## src/rtl/deser_pkg.sv

```systemverilog
// deser_pkg: shared widths, FSM state type and short-frame threshold for the deserializer
package deser_pkg;
    localparam int DATA_W  = 16;
    localparam int MOD_W   = $clog2(DATA_W);
    localparam int MIN_LEN = 3;
    typedef enum logic {IDLE, RECV} state_t;
endpackage

```

## src/rtl/deserializer_if.sv

```systemverilog
// deserializer_if: serial link inputs and parallel word outputs of the deserializer
interface deserializer_if #(
    parameter int DATA_W = deser_pkg::DATA_W,
    parameter int MOD_W  = deser_pkg::MOD_W
);
    logic              ser_data_i;
    logic              ser_data_val_i;
    logic              busy_i;
    logic [DATA_W-1:0] deser_data_o;
    logic [MOD_W-1:0]  deser_data_mod_o;
    logic              deser_data_val_o;
    logic              err_o;
    modport master (
        output ser_data_i, ser_data_val_i, busy_i,
        input  deser_data_o, deser_data_mod_o, deser_data_val_o, err_o
    );
    modport slave (
        input  ser_data_i, ser_data_val_i, busy_i,
        output deser_data_o, deser_data_mod_o, deser_data_val_o, err_o
    );
endinterface

```

## src/rtl/deserializer.sv

```systemverilog
// deserializer: rebuilds an MSB-first serial frame into a left-justified word plus valid-bit count
module deserializer
    import deser_pkg::state_t, deser_pkg::IDLE, deser_pkg::RECV, deser_pkg::MIN_LEN;
#(
    parameter int DATA_W = deser_pkg::DATA_W,
    parameter int MOD_W  = deser_pkg::MOD_W
) (
    input logic           clk_150m,
    input logic           arst_i,
    deserializer_if.slave bus
);
    localparam int CW = MOD_W + 1;
    state_t            state, state_n;
    logic [CW-1:0]     cnt, cnt_n, fin_cnt;
    logic [DATA_W-1:0] sh, sh_n, sh_acc, data_q, data_n;
    logic [MOD_W-1:0]  mod_q, mod_n, pos;
    logic              val_q, val_n, err_q, err_n, full, close, keep;
    assign pos     = MOD_W'(DATA_W - 1) - cnt[MOD_W-1:0];
    assign sh_acc  = bus.ser_data_val_i ? sh | (DATA_W'(bus.ser_data_i) << pos) : sh;
    assign full    = bus.ser_data_val_i && cnt == CW'(DATA_W - 1);
    // a gap (no strobe while busy) holds the frame; only busy low with no bit closes it
    assign close   = full || (state == RECV && cnt != '0 && !bus.busy_i && !bus.ser_data_val_i);
    assign fin_cnt = full ? CW'(DATA_W) : cnt;
    assign keep    = fin_cnt >= CW'(MIN_LEN);
    always_comb begin
        state_n = close ? IDLE : (bus.ser_data_val_i ? RECV : state);
        cnt_n   = close ? '0 : cnt + CW'(bus.ser_data_val_i);
        sh_n    = close ? '0 : sh_acc;
        data_n  = close && keep ? sh_acc : data_q;
        mod_n   = close && keep ? fin_cnt[MOD_W-1:0] : mod_q;
        val_n   = close && keep;
        err_n   = close && !keep;
    end
    always_ff @(posedge clk_150m or posedge arst_i) begin
        if (arst_i) begin
            state  <= IDLE;
            cnt    <= '0;
            sh     <= '0;
            data_q <= '0;
            mod_q  <= '0;
            val_q  <= 1'b0;
            err_q  <= 1'b0;
        end else begin
            state  <= state_n;
            cnt    <= cnt_n;
            sh     <= sh_n;
            data_q <= data_n;
            mod_q  <= mod_n;
            val_q  <= val_n;
            err_q  <= err_n;
        end
    end
    assign bus.deser_data_o     = data_q;
    assign bus.deser_data_mod_o = mod_q;
    assign bus.deser_data_val_o = val_q;
    assign bus.err_o            = err_q;
endmodule

```

## src/flat_wrapper.sv

```systemverilog
// flat-port wrapper written by rule: the top's interface ports become plain ports
module deserializer_flat import deser_pkg::state_t, deser_pkg::IDLE, deser_pkg::RECV, deser_pkg::MIN_LEN;
#(
    parameter int DATA_W = deser_pkg::DATA_W,
    parameter int MOD_W  = deser_pkg::MOD_W
)
  (clk_150m, arst_i, bus_ser_data_i, bus_ser_data_val_i, bus_busy_i, bus_deser_data_o, bus_deser_data_mod_o, bus_deser_data_val_o, bus_err_o);
  deserializer_if #(.DATA_W(DATA_W), .MOD_W(MOD_W)) bus_i ();
  input logic clk_150m;
  input logic arst_i;
  input wire logic [$bits(bus_i.ser_data_i)-1:0] bus_ser_data_i;
  input wire logic [$bits(bus_i.ser_data_val_i)-1:0] bus_ser_data_val_i;
  input wire logic [$bits(bus_i.busy_i)-1:0] bus_busy_i;
  output wire logic [$bits(bus_i.deser_data_o)-1:0] bus_deser_data_o;
  output wire logic [$bits(bus_i.deser_data_mod_o)-1:0] bus_deser_data_mod_o;
  output wire logic [$bits(bus_i.deser_data_val_o)-1:0] bus_deser_data_val_o;
  output wire logic [$bits(bus_i.err_o)-1:0] bus_err_o;
  assign bus_i.ser_data_i = bus_ser_data_i;
  assign bus_i.ser_data_val_i = bus_ser_data_val_i;
  assign bus_i.busy_i = bus_busy_i;
  assign bus_deser_data_o = bus_i.deser_data_o;
  assign bus_deser_data_mod_o = bus_i.deser_data_mod_o;
  assign bus_deser_data_val_o = bus_i.deser_data_val_o;
  assign bus_err_o = bus_i.err_o;
  deserializer #(.DATA_W(DATA_W), .MOD_W(MOD_W)) u_core (.clk_150m(clk_150m), .arst_i(arst_i), .bus(bus_i));
endmodule
```

## config.mk

```make
export PLATFORM = sky130hd
export DESIGN_NAME = deserializer_flat
export DESIGN_NICKNAME = d
export VERILOG_FILES = /design/src/rtl/deser_pkg.sv /design/src/rtl/deserializer_if.sv /design/src/rtl/deserializer.sv /design/src/flat_wrapper.sv
export SDC_FILE = /design/constraint.sdc
export NUM_CORES = 1
export LEC_CHECK = 0
export CORE_MARGIN = 2
export CORE_UTILIZATION = 55
export CTS_CLUSTER_SIZE = 12
export DETAILED_ROUTE_END_ITERATION = 8
export DONT_BUFFER_PORTS = 1
export PLACE_DENSITY_LB_ADDON = 0.1
export SYNTH_ARGS = -nofsm -noshare
export SYNTH_HDL_FRONTEND = slang
export SYNTH_SLANG_ARGS = --single-unit
```

## constraint.sdc

```tcl
create_clock -name clk_150m -period 3 [get_ports clk_150m]
set_input_delay 0.75 -clock clk_150m [delete_from_list [all_inputs] [get_ports clk_150m]]
set_output_delay 0.75 -clock clk_150m [all_outputs]
set_load 0.01 [all_outputs]
```

==> impl_metrics.ini <==
[placement]
port_buffers = 0
place_congestion = 0.799
pre_cts_ws_ps = 794
dp_hpwl_um = 2280
placedInstanceArea_um2 = 1840

[detailed_routing]
drc_errors = 0
drt_iter0_drc = 52
wirelength_um = 3210
wire_per_inst_um = 15.7
vias = 1079
ant_nets = 0
dr.pass1.iters = 4
viasPerCell = 5.26

[hold_path]
hp-class = primary input to asynchronous set/reset pin

[worst_setup_path]
r2r_slack_ps = 1070
cp_max_fo = 14
required_ps = 3280
crit_path_start = u_core.cnt[2]$_DFF_PP0_
ff2ff_path_depth = 5
startpoint_type = flip-flop
crit_path_end = u_core.bus.deser_data_o[4]$_DFFE_PP0P_
arrival_ps = 2210
r2r_start = u_core.cnt[2]$_DFF_PP0_
cp-end-kind = flip-flop
r2r-end = u_core.bus.deser_data_o[4]$_DFFE_PP0P_
path_class = flip-flop to flip-flop

[sta]
finalSetupViolCount = 0
clock.fmax_mhz = 517
post-route-period-util = 0.644
setup_tns_ps = 0
tightestPinTransition_ps = 832
finClkSkew_ps = 9.35
layout_min_cycle_time_ps = 1930
relSlewSlack = 0.445
rsz0062_at_grt = false
slew_violations = 0
hold_viol = 0
setup_ws_ps = 1070

[layout]
final_area_um2 = 1900
area_delta_synth_final_pct = 6.14
antennaDiodeCount = 0
drive_gt1_frac = 0.106
final_net_count = 167
finish.utilization = 0.618

[floorplanning]
rows = 20
fp.coreArea_um2 = 3080
chipWidth_um = 61.1
die_area_um2 = 3730
die_h_um = 61.1
top_level_ports = 27
initial_core_util = 0.583

[flow_run]
maxCapViolCount = 0

[logic_synthesis]
synthesis.nets = 161
ys_seq_elements = 44
ys_types = 26
syn_area_um2 = 1790
ys_seq_area_frac = 0.614
synthCells = 154
avgSynthCellArea_um2 = 11.6
yosysWarnings = 0

[grt]
grt_max_degree = 23
gr-total-overflow = 0
grt_pass1_wl_um = 5260
first_global_vias = 1085
track_usage = 0.207
antenna_found_initial = 0

[cts]
cts_buffer_depth = 2
insertion_delay_ps = 350
ctsRootBufferMaster = clkbuf_4
cts_tree = built
postCtsSetupBuffers = 0
cts_buffers = 5
post_cts_resized = 0
cts.sinks = 44
hold_buffers = 0
h-tree-depth = 2
cts.clk_slew.worst_paths_ps = 120

[pwr]
p_per_area_nw_per_um2 = 939
vdd_drop_max_mv = 0.534
p_total_w = 0.00179
cellLeakagePower_nw = 1.04

[status]
outcome = finished, final reports clean
synth_stat cells:
cell | count | area, um2
nor2_1 | 25 | 93.8
inv_1 | 17 | 63.8
mux2_4 | 2 | 30.0
nand2_2 | 1 | 6.26
nand2_1 | 4 | 15.0
o211a_1 | 1 | 10.0
a21o_1 | 4 | 30.0
buf_2 | 3 | 15.0
o21ai_2 | 1 | 8.76
mux2_2 | 1 | 11.3
nor2b_1 | 5 | 31.3
nand2b_1 | 2 | 12.5
ha_1 | 2 | 25.0
a22o_1 | 4 | 35.0
xor2_1 | 2 | 17.5
nor4b_4 | 1 | 23.8
and2_1 | 2 | 12.5
buf_4 | 1 | 7.51
nor3_1 | 1 | 5.00
a21oi_1 | 13 | 65.1
dfrtp_1 | 44 | 1100
nor3b_2 | 1 | 12.5
buf_6 | 1 | 11.3
nand3_1 | 2 | 10.0
xnor2_1 | 1 | 8.76
mux2i_1 | 13 | 130
through the flow:
stage	hold WS, ps	cells
after floorplan	449	154
final	440	205
after global routing	476	205
after global placement	461	197
after CTS	454	205
after detailed placement	469	197
worst min-delay path by stage:
stage / end
after floorplan: u_core.sh[0]$_DFF_PP0_
after global placement: u_core.sh[11]$_DFF_PP0_
after detailed placement: u_core.sh[8]$_DFF_PP0_
after CTS: u_core.sh[14]$_DFF_PP0_
after global routing: u_core.bus.deser_data_val_o$_DFF_PP0_
final: u_core.bus.deser_data_o[3]$_DFFE_PP0P_
layer usage:
| layer | vias to the layer above | part of all wire | wire length, um | track usage |
|---|---|---|---|---|
| met1 | 535 | 0.45 | 1430 | 0.258 |
| li1 | 510 | - | - | - |
| met2 | 27 | 0.48 | 1540 | 0.319 |
| met5 | - | 0 | 0 | 0 |
| met4 | 0 | 0.015 | 48 | 0.0745 |
| met3 | 7 | 0.056 | 180 | 0.0924 |
final cells by class:
class	count	area [um2]
Fill cell	276	1170
Sequential cell	44	1100
Multi-Input combinational cell	88	594
Inverter	17	63.8
Clock buffer	8	58.8
Tap cell	44	55.1
Timing Repair Buffer	4	30.0
state kept, by name (all words and copies together) (netlist names):
| signal | count |
|---|---|
| u_core.bus.deser_data_mod_o | 4 |
| u_core.bus.err_o | 1 |
| u_core.state | 1 |
| u_core.cnt | 5 |
| u_core.bus.deser_data_val_o | 1 |
| u_core.sh | 16 |
| u_core.bus.deser_data_o | 16 |
critical path, cell delays in order, from the launching register on:
cell     delay, ps
dfrtp_1        480
nand2_1        180
nor4b_4         70
o21ai_2        670
buf_4          270
mux2i_1        190
logic make-up after synthesis:
kind of cell | Yosys count | share of synthesized area
simple gates | 44 | 0.124
buf+inv | 22 | 0.0544
xor+xnor | 3 | 0.0147
compound gates | 23 | 0.0830
flops | 44 | 0.614
mux | 16 | 0.0956
fa+ha+maj | 2 | 0.0140
cell usage in the layout (no fill, tap or decap), types with 4 or more instances in the layout:
cell	count
dfrtp_1	44
nor2_1	25
inv_1	17
a21oi_1	13
mux2i_1	13
nor2b_1	5
clkbuf_4	5
nand2_1	4
a21o_1	4
a22o_1	4
buf_4	4
where the power goes:
part / internal (W) / switching, W
clock: 0.000116 / 0.000177
sequential: 0.000798 / 0.000209
combinational: 0.000214 / 0.000274
Power figures use the tool's default switching activity.
